**src/rtl/smooth_frame_pkg.sv**
```systemverilog
// smooth_frame_pkg: shared types and constants for the smoothed-sample serial transmitter.
//   tx_state_e - serialiser FSM states
//   sample_t   - queued FIFO word {seq, t, y, x}
package smooth_frame_pkg;

    localparam int unsigned FRAME_BITS = 11;
    localparam int unsigned DATA_BITS  = 8;
    localparam int unsigned SEQ_W      = 2;

    typedef enum logic [2:0] {
        StIdle,
        StStart,
        StData,
        StParity,
        StStop
    } tx_state_e;

    typedef struct packed {
        logic [SEQ_W-1:0] seq;
        logic [1:0]       t;
        logic [1:0]       y;
        logic [1:0]       x;
    } sample_t;

endpackage

```
**src/rtl/smooth_frame_fifo.sv**
```systemverilog
// smooth_frame_fifo: synchronous first-word-fall-through FIFO of sample_t words.
//   clk, rst_n  - clock; asynchronous active-high reset (empties the FIFO)
//   push, din   - write request and data (ignored when full)
//   pop, dout   - read request (ignored when empty); dout shows the head word
//   full, empty - status flags from the registered count
//   count       - number of stored words
module smooth_frame_fifo
    import smooth_frame_pkg::*;
#(
    parameter int unsigned DEPTH = 2
) (
    input  logic                       clk,
    input  logic                       rst_n,
    input  logic                       push,
    input  logic                       pop,
    input  sample_t                    din,
    output sample_t                    dout,
    output logic                       full,
    output logic                       empty,
    output logic [$clog2(DEPTH+1)-1:0] count
);

    localparam int unsigned AW = (DEPTH > 1) ? $clog2(DEPTH) : 1;
    localparam int unsigned CW = $clog2(DEPTH + 1);

    sample_t       mem_q [DEPTH];
    logic [AW-1:0] wr_ptr_q, rd_ptr_q;
    logic [CW-1:0] count_q;
    logic          do_push, do_pop;

    assign full    = (count_q == CW'(DEPTH));
    assign empty   = (count_q == '0);
    assign count   = count_q;
    assign dout    = mem_q[rd_ptr_q];
    assign do_push = push && !full;
    assign do_pop  = pop && !empty;

    // Storage carries no reset; only pointers and count define contents.
    always_ff @(posedge clk) begin
        if (do_push) begin
            mem_q[wr_ptr_q] <= din;
        end
    end

    // DEPTH is a power of two, so the pointers wrap naturally.
    always_ff @(posedge clk or posedge rst_n) begin
        if (rst_n) begin
            wr_ptr_q <= '0;
            rd_ptr_q <= '0;
            count_q  <= '0;
        end else begin
            if (do_push) begin
                wr_ptr_q <= wr_ptr_q + 1'b1;
            end
            if (do_pop) begin
                rd_ptr_q <= rd_ptr_q + 1'b1;
            end
            if (do_push && !do_pop) begin
                count_q <= count_q + 1'b1;
            end else if (do_pop && !do_push) begin
                count_q <= count_q - 1'b1;
            end
        end
    end

endmodule

```
**src/rtl/smooth_frame_tx.sv**
```systemverilog
// smooth_frame_tx: accepts smoothed x/y/t samples, drops repeats of the last queued sample,
// tags each queued sample with a 2-bit sequence number and sends it as an 11-bit
// start/8 data (LSB first)/even parity/stop frame on tx.
//   clk, rst_n          - clock; asynchronous active-high reset
//   in_valid, in_ready  - sample handshake; in_ready is low while full or in reset
//   in_x, in_y, in_t    - smoothed sample fields
//   tx                  - registered serial output, idles high
//   busy                - frame in flight or FIFO non-empty
//   filt_cnt            - saturating count of dropped repeat samples
module smooth_frame_tx
    import smooth_frame_pkg::*;
#(
    parameter int unsigned CLKS_PER_BIT = 4,
    parameter int unsigned FIFO_DEPTH   = 2,
    parameter int unsigned FILTER_EN    = 1
) (
    input  logic       clk,
    input  logic       rst_n,
    input  logic       in_valid,
    output logic       in_ready,
    input  logic [1:0] in_x,
    input  logic [1:0] in_y,
    input  logic [1:0] in_t,
    output logic       tx,
    output logic       busy,
    output logic [3:0] filt_cnt
);

    localparam int unsigned CW       = $clog2(FIFO_DEPTH + 1);
    localparam logic [7:0]  BIT_LAST = 8'(CLKS_PER_BIT - 1);
    localparam logic [2:0]  IDX_LAST = 3'(DATA_BITS - 1);

    // Front end: filter and sequence tagging.
    logic             fifo_full, fifo_empty, fifo_pop, fifo_push;
    logic [CW-1:0]    fifo_count;
    sample_t          fifo_dout, push_word;
    logic [SEQ_W-1:0] seq_q;
    logic [5:0]       last_q, cur_sample;
    logic             last_valid_q;
    logic [3:0]       filt_cnt_q;
    logic             accept, is_dup;

    assign in_ready   = !fifo_full && !rst_n;
    assign accept     = in_valid && in_ready;
    assign cur_sample = {in_t, in_y, in_x};
    assign is_dup     = (FILTER_EN != 0) && last_valid_q && (cur_sample == last_q);
    assign fifo_push  = accept && !is_dup;
    assign push_word  = '{seq: seq_q, t: in_t, y: in_y, x: in_x};
    assign filt_cnt   = filt_cnt_q;

    always_ff @(posedge clk or posedge rst_n) begin
        if (rst_n) begin
            seq_q        <= '0;
            last_q       <= '0;
            last_valid_q <= 1'b0;
            filt_cnt_q   <= '0;
        end else begin
            if (fifo_push) begin
                seq_q        <= seq_q + 1'b1;
                last_q       <= cur_sample;
                last_valid_q <= 1'b1;
            end
            if (accept && is_dup && (filt_cnt_q != 4'hF)) begin
                filt_cnt_q <= filt_cnt_q + 4'd1;
            end
        end
    end

    smooth_frame_fifo #(
        .DEPTH (FIFO_DEPTH)
    ) u_fifo (
        .clk   (clk),
        .rst_n (rst_n),
        .push  (fifo_push),
        .pop   (fifo_pop),
        .din   (push_word),
        .dout  (fifo_dout),
        .full  (fifo_full),
        .empty (fifo_empty),
        .count (fifo_count)
    );

    // Serialiser.
    tx_state_e  state_q, state_d;
    logic [7:0] clk_cnt_q, clk_cnt_d;
    logic [2:0] bit_idx_q, bit_idx_d;
    logic [7:0] shift_q, shift_d;
    logic       par_q, par_d;
    logic       tx_q, tx_d;
    logic       bit_end;

    assign bit_end = (clk_cnt_q == 8'd0);

    // tx_d is the level for the period that begins at the next edge, so tx is glitch-free.
    always_comb begin
        state_d   = state_q;
        clk_cnt_d = clk_cnt_q;
        bit_idx_d = bit_idx_q;
        shift_d   = shift_q;
        par_d     = par_q;
        tx_d      = tx_q;
        fifo_pop  = 1'b0;

        if (state_q != StIdle) begin
            clk_cnt_d = bit_end ? BIT_LAST : clk_cnt_q - 8'd1;
        end

        unique case (state_q)
            StIdle: begin
                if (!fifo_empty) begin
                    fifo_pop  = 1'b1;
                    shift_d   = fifo_dout;
                    par_d     = ^fifo_dout;
                    clk_cnt_d = BIT_LAST;
                    tx_d      = 1'b0;
                    state_d   = StStart;
                end
            end
            StStart: begin
                if (bit_end) begin
                    bit_idx_d = '0;
                    tx_d      = shift_q[0];
                    state_d   = StData;
                end
            end
            StData: begin
                if (bit_end) begin
                    if (bit_idx_q == IDX_LAST) begin
                        tx_d    = par_q;
                        state_d = StParity;
                    end else begin
                        bit_idx_d = bit_idx_q + 3'd1;
                        shift_d   = shift_q >> 1;
                        tx_d      = shift_q[1];
                    end
                end
            end
            StParity: begin
                if (bit_end) begin
                    tx_d    = 1'b1;
                    state_d = StStop;
                end
            end
            StStop: begin
                if (bit_end) begin
                    // Back-to-back frames: reload straight into START with no idle bit.
                    if (!fifo_empty) begin
                        fifo_pop = 1'b1;
                        shift_d  = fifo_dout;
                        par_d    = ^fifo_dout;
                        tx_d     = 1'b0;
                        state_d  = StStart;
                    end else begin
                        tx_d    = 1'b1;
                        state_d = StIdle;
                    end
                end
            end
            default: begin
                tx_d    = 1'b1;
                state_d = StIdle;
            end
        endcase
    end

    always_ff @(posedge clk or posedge rst_n) begin
        if (rst_n) begin
            state_q   <= StIdle;
            clk_cnt_q <= '0;
            bit_idx_q <= '0;
            shift_q   <= '0;
            par_q     <= 1'b0;
            tx_q      <= 1'b1;
        end else begin
            state_q   <= state_d;
            clk_cnt_q <= clk_cnt_d;
            bit_idx_q <= bit_idx_d;
            shift_q   <= shift_d;
            par_q     <= par_d;
            tx_q      <= tx_d;
        end
    end

    assign tx   = tx_q;
    assign busy = (state_q != StIdle) || (fifo_count != '0);

endmodule
```
**config.mk**
```make
export PLATFORM = sky130hd
export DESIGN_NAME = smooth_frame_tx
export DESIGN_NICKNAME = d
export VERILOG_FILES = /design/src/rtl/smooth_frame_pkg.sv /design/src/rtl/smooth_frame_fifo.sv /design/src/rtl/smooth_frame_tx.sv
export SDC_FILE = /design/constraint.sdc
export NUM_CORES = 1
export LEC_CHECK = 0
export ABC_CLOCK_PERIOD_IN_PS = 3170
export BUFFER_PORTS_ARGS = -buffer_cell sky130_fd_sc_hd__buf_2
export CORE_MARGIN = 4
export CORE_UTILIZATION = 64
export DETAILED_ROUTE_END_ITERATION = 10
export PLACE_DENSITY = 0.88
export RECOVER_POWER = 50
export SLEW_MARGIN = 10
export SYNTH_ARGS = -nofsm -noshare
export SYNTH_HDL_FRONTEND = slang
export SYNTH_SLANG_ARGS = --single-unit
```
**constraint.sdc**
```tcl
create_clock -name clk -period 3.17 [get_ports clk]
set_input_delay 0 -clock clk [delete_from_list [all_inputs] [get_ports clk]]
set_output_delay 0 -clock clk [all_outputs]
set_load 0.03 [all_outputs]
```
==> impl_metrics.toml <==
[clock_tree]
cts_tree = "built"
htree_levels = 3
clk_pin_slew_worst_paths_ns = 0.07
cts_inserted_buffers = 9
postCtsSetupRepairBufs = 0
clock_tree.root_cell = "sky130_fd_sc_hd__clkbuf_8"
post_cts.resized_instances = 0
clock_latency_ns = 0.35
ctsHoldBuffers = 7
cts_buffer_depth = 2
cts.sink_count = 57

[worst_setup_path]
required_ns = 3.43
crit_path_end_kind = "flop"
worst_setup_path_start_kind = "flop"
critical-path-top-cell-by-count = "sky130_fd_sc_hd__inv_1"
arrival_time_reported_for_the_critical_path_endpoint_ns = 2.80
crit_chain = "inv_1 -> o211ai_1 -> o21bai_1 -> inv_1 -> ha_1 -> nor2_1 -> xnor2_1"
crit_path_max_delay_family = "compound AO/OA/AOI/OAI gates"
worst-path-max-fanout = 8
worstPathBufferInverterCount = 2
max_stage_delay_ns = 0.66
worst_path_max_delay_cell = "sky130_fd_sc_hd__o211ai_1"
crit_type = "reg2reg"

[place]
final_weighted_congestion_in_routability_driven_placement = 0.803
placed_cell_area_um2 = 2780
portBuffers = 15
placement_setup_slack_ns = 0.828
post_dp_hpwl_mm = 3.48

[floorplan]
floorplan.initialDensity_pct = 66.2
die_y_um = 72.6
floorplan.io_pins = 16
die_area_um2 = 5260
core_um2 = 4030
floorplan.die.width_um = 72.6
count_of_standard_cell_rows = 23

[cells_and_area]
n_antenna_cell = 0
post_route_cells_drive_above_1_share_pct = 14.9
fin_util_pct = 76.1
final_nets = 278
final_area_um2 = 3070
relative_area_change_from_synthesis_to_final_layout_pct = 15.0
fillerInstances = 255

[synth]
synth_fp_nets = 250
count_of_mapped_cells_out_of_synthesis = 235
synthesis.area_per_instance_um2 = 11.4
synthDominantAreaCellType = "sky130_fd_sc_hd__dfrtp_1"
yosys.area.top_type_share_pct = 37.5
yosys_register_bits = 57
synth-edff-count = 16
synth_area_leaders = "sky130_fd_sc_hd__dfrtp_1 38%, sky130_fd_sc_hd__edfxtp_1 18%, sky130_fd_sc_hd__xnor2_1 6.6%"
synth_seq_area_share_pct = 56.5
ys_types = 46
syn-cell-area_um2 = 2670
synth-main-ff-cell = "sky130_fd_sc_hd__dfrtp_1"
ys_async_sr_fraction_pct = 71.9
total_of_warnings_raised_by_yosys = 0

[drt]
drc = 0
firstDrtPassIters = 8
wl_mm = 6.19
count_of_vias_placed_by_the_detailed_router = 1948
wl_per_cell_um = 19.5
detail_route.vias_per_cell = 6.13
drtIter0Drc = 220
final_antenna_net_count = 0

[timing]
report.final.hold_viol_count = 0
tns_ns = 0
worst_hold_slack_ns = 0.266
timing.clock.skew_ns = 0.00798
max_slew_headroom_at_the_worst_pin_pct = 44.7
drv_slew = 0
post-route-worst-setup-slack_ns = 0.623
unrepaired_setup_endpoints_after_global_routing = "false"
max_freq_ghz = 0.393
min_period_over_period_pct = 80.3
finalSetupViolCount = 0
min_period_ns = 2.55
actual_transition_at_the_worst_max_transition_pin_ns = 0.822

[grt]
grt_met1_use_pct = 30.3
groute.layer.met3.usage_pct = 8.17
grt_antenna_before_repair = 0
number_of_global_route_vias_before_repair = 1964
grt_overflow = 0
wire_length_of_the_first_global_routing_pass_mm = 10.1
grt_use_total_pct = 26.8
grt.met2_usage_pct = 44.1
grt_start_max_net_pins = 43
top_usage_layer = "met2"

[flow_run]
drv_cap = 0

[pwr]
power-per-cell-area_nw_per_um2 = 997
peak_vdd_ir_mv = 0.599
static-leakage-power_nw = 1.30

[min_path]
hold_path_class = "in2reg"

[run_status]
outcome = "complete, no violations"
area by class of cell:
class | instances | area (µm²) | area share [%]
inverter | 11 | 41.3 | 1.35
tap | 50 | 62.6 | 2.04
multi-input combinational | 160 | 1080 | 35.2
clock buffer | 9 | 124 | 4.04
timing repair buffer | 24 | 149 | 4.85
sequential | 57 | 1510 | 49.1
clock inverter | 7 | 103 | 3.34
stage by stage:
stage               power, mW  std cells
floorplan                1.98        235
CTS                      3.03        318
global route             3.22        318
finish                   3.06        318
detailed placement       2.21        295
global placement         2.13        295
synthesized netlist by cell type (2+ instances only):
cell	count
sky130_fd_sc_hd__o21ai_1	5
sky130_fd_sc_hd__nor4_1	3
sky130_fd_sc_hd__mux2i_1	11
sky130_fd_sc_hd__nand2b_1	2
sky130_fd_sc_hd__a21oi_1	10
sky130_fd_sc_hd__nor2_1	19
sky130_fd_sc_hd__o21ai_0	13
sky130_fd_sc_hd__inv_1	11
sky130_fd_sc_hd__nand2_1	24
sky130_fd_sc_hd__o31ai_1	4
sky130_fd_sc_hd__dfrtp_1	40
sky130_fd_sc_hd__clkbuf_1	2
sky130_fd_sc_hd__nor3_1	4
sky130_fd_sc_hd__xnor2_1	20
sky130_fd_sc_hd__edfxtp_1	16
sky130_fd_sc_hd__buf_2	3
sky130_fd_sc_hd__mux2_2	9
sky130_fd_sc_hd__nand4_1	2
sky130_fd_sc_hd__xor2_1	4
sky130_fd_sc_hd__ha_1	6
sky130_fd_sc_hd__o21ai_2	2
layer usage:
layer  vias to the layer above  part of all wire, %
met2                       115                   51
li1                        877                    -
met5                         -                    0
met1                       924                   37
met3                        32                  8.0
met4                         0                  4.3
power breakdown:
part / internal, mW / leakage [nW] / total (mW) / switching (mW)
Combinational: 0.449 / 0.547 / 1.04 / 0.594
Sequential: 1.01 / 0.640 / 1.24 / 0.237
Clock: 0.448 / 0.110 / 0.773 / 0.324
Total: 1.90 / 1.30 / 3.06 / 1.16
worst register-to-register path, delay by kind of cell, from the launching register on:
| kind | cells | cell delay (ns) |
|---|---|---|
| AO/OA/AOI/OAI | 2 | 1.03 |
| XOR/XNOR | 1 | 0.15 |
| adder cells (fa/ha/maj) | 1 | 0.38 |
| buffers and inverters | 2 | 0.32 |
| flip-flops | 1 | 0.42 |
| AND/OR/NAND/NOR | 1 | 0.16 |
state kept, by name, summed over array words and instances, names as in the netlist, 2 cells and up:
| register | cells |
|---|---|
| last_q | 6 |
| bit_idx_q | 3 |
| seq_q | 2 |
| state_q | 3 |
| filt_cnt | 4 |
| u_fifo.count | 2 |
| shift_q | 8 |
| u_fifo.mem_q | 16 |
| clk_cnt_q | 8 |
path summary, 6_finish.rpt:
kind	startpoint	endpoint	slack, ns	depth (start not counted)
max	u_fifo.count[1]$_DFFE_PP0P_	u_fifo.count[1]$_DFFE_PP0P_	0.62	7
min	in_valid	last_valid_q$_DFFE_PP0N_	0.27	3
max reg2reg	u_fifo.count[1]$_DFFE_PP0P_	u_fifo.count[1]$_DFFE_PP0P_	0.62	7
min reg2reg	shift_q[6]$_DFFE_PP0P_	shift_q[6]$_DFFE_PP0P_	0.50	2
max in group asynchronous	rst_n	tx$_DFFE_PP1P_	2.35	4
min in group asynchronous	rst_n	last_q[0]$_DFFE_PP0N_	0.45	4
cell usage in the layout (no fill, tap or decap), drive strengths merged, types with 4 or more instances in the layout:
cell and instances:
o31ai 4, a21oi 10, xor2 4, o21ai 20
nor3 5, buf 8, mux2 9, nor2 19
nand2 24, mux2i 11, ha 6, xnor2 20
inv 12, edfxtp 16, dlygate4sd3 7, dfrtp 40
clkbuf 18
cell families after synthesis:
group           after synthesis  share of synthesized area, %
flops                        57                          56.5
mux                          20                          7.93
simple gates                 65                          11.4
compound gates               44                          10.1
buf+inv                      18                          2.95
xor+xnor                     24                          7.88
fa+ha+maj                     7                          3.19
(Power assumes the default switching activity.)
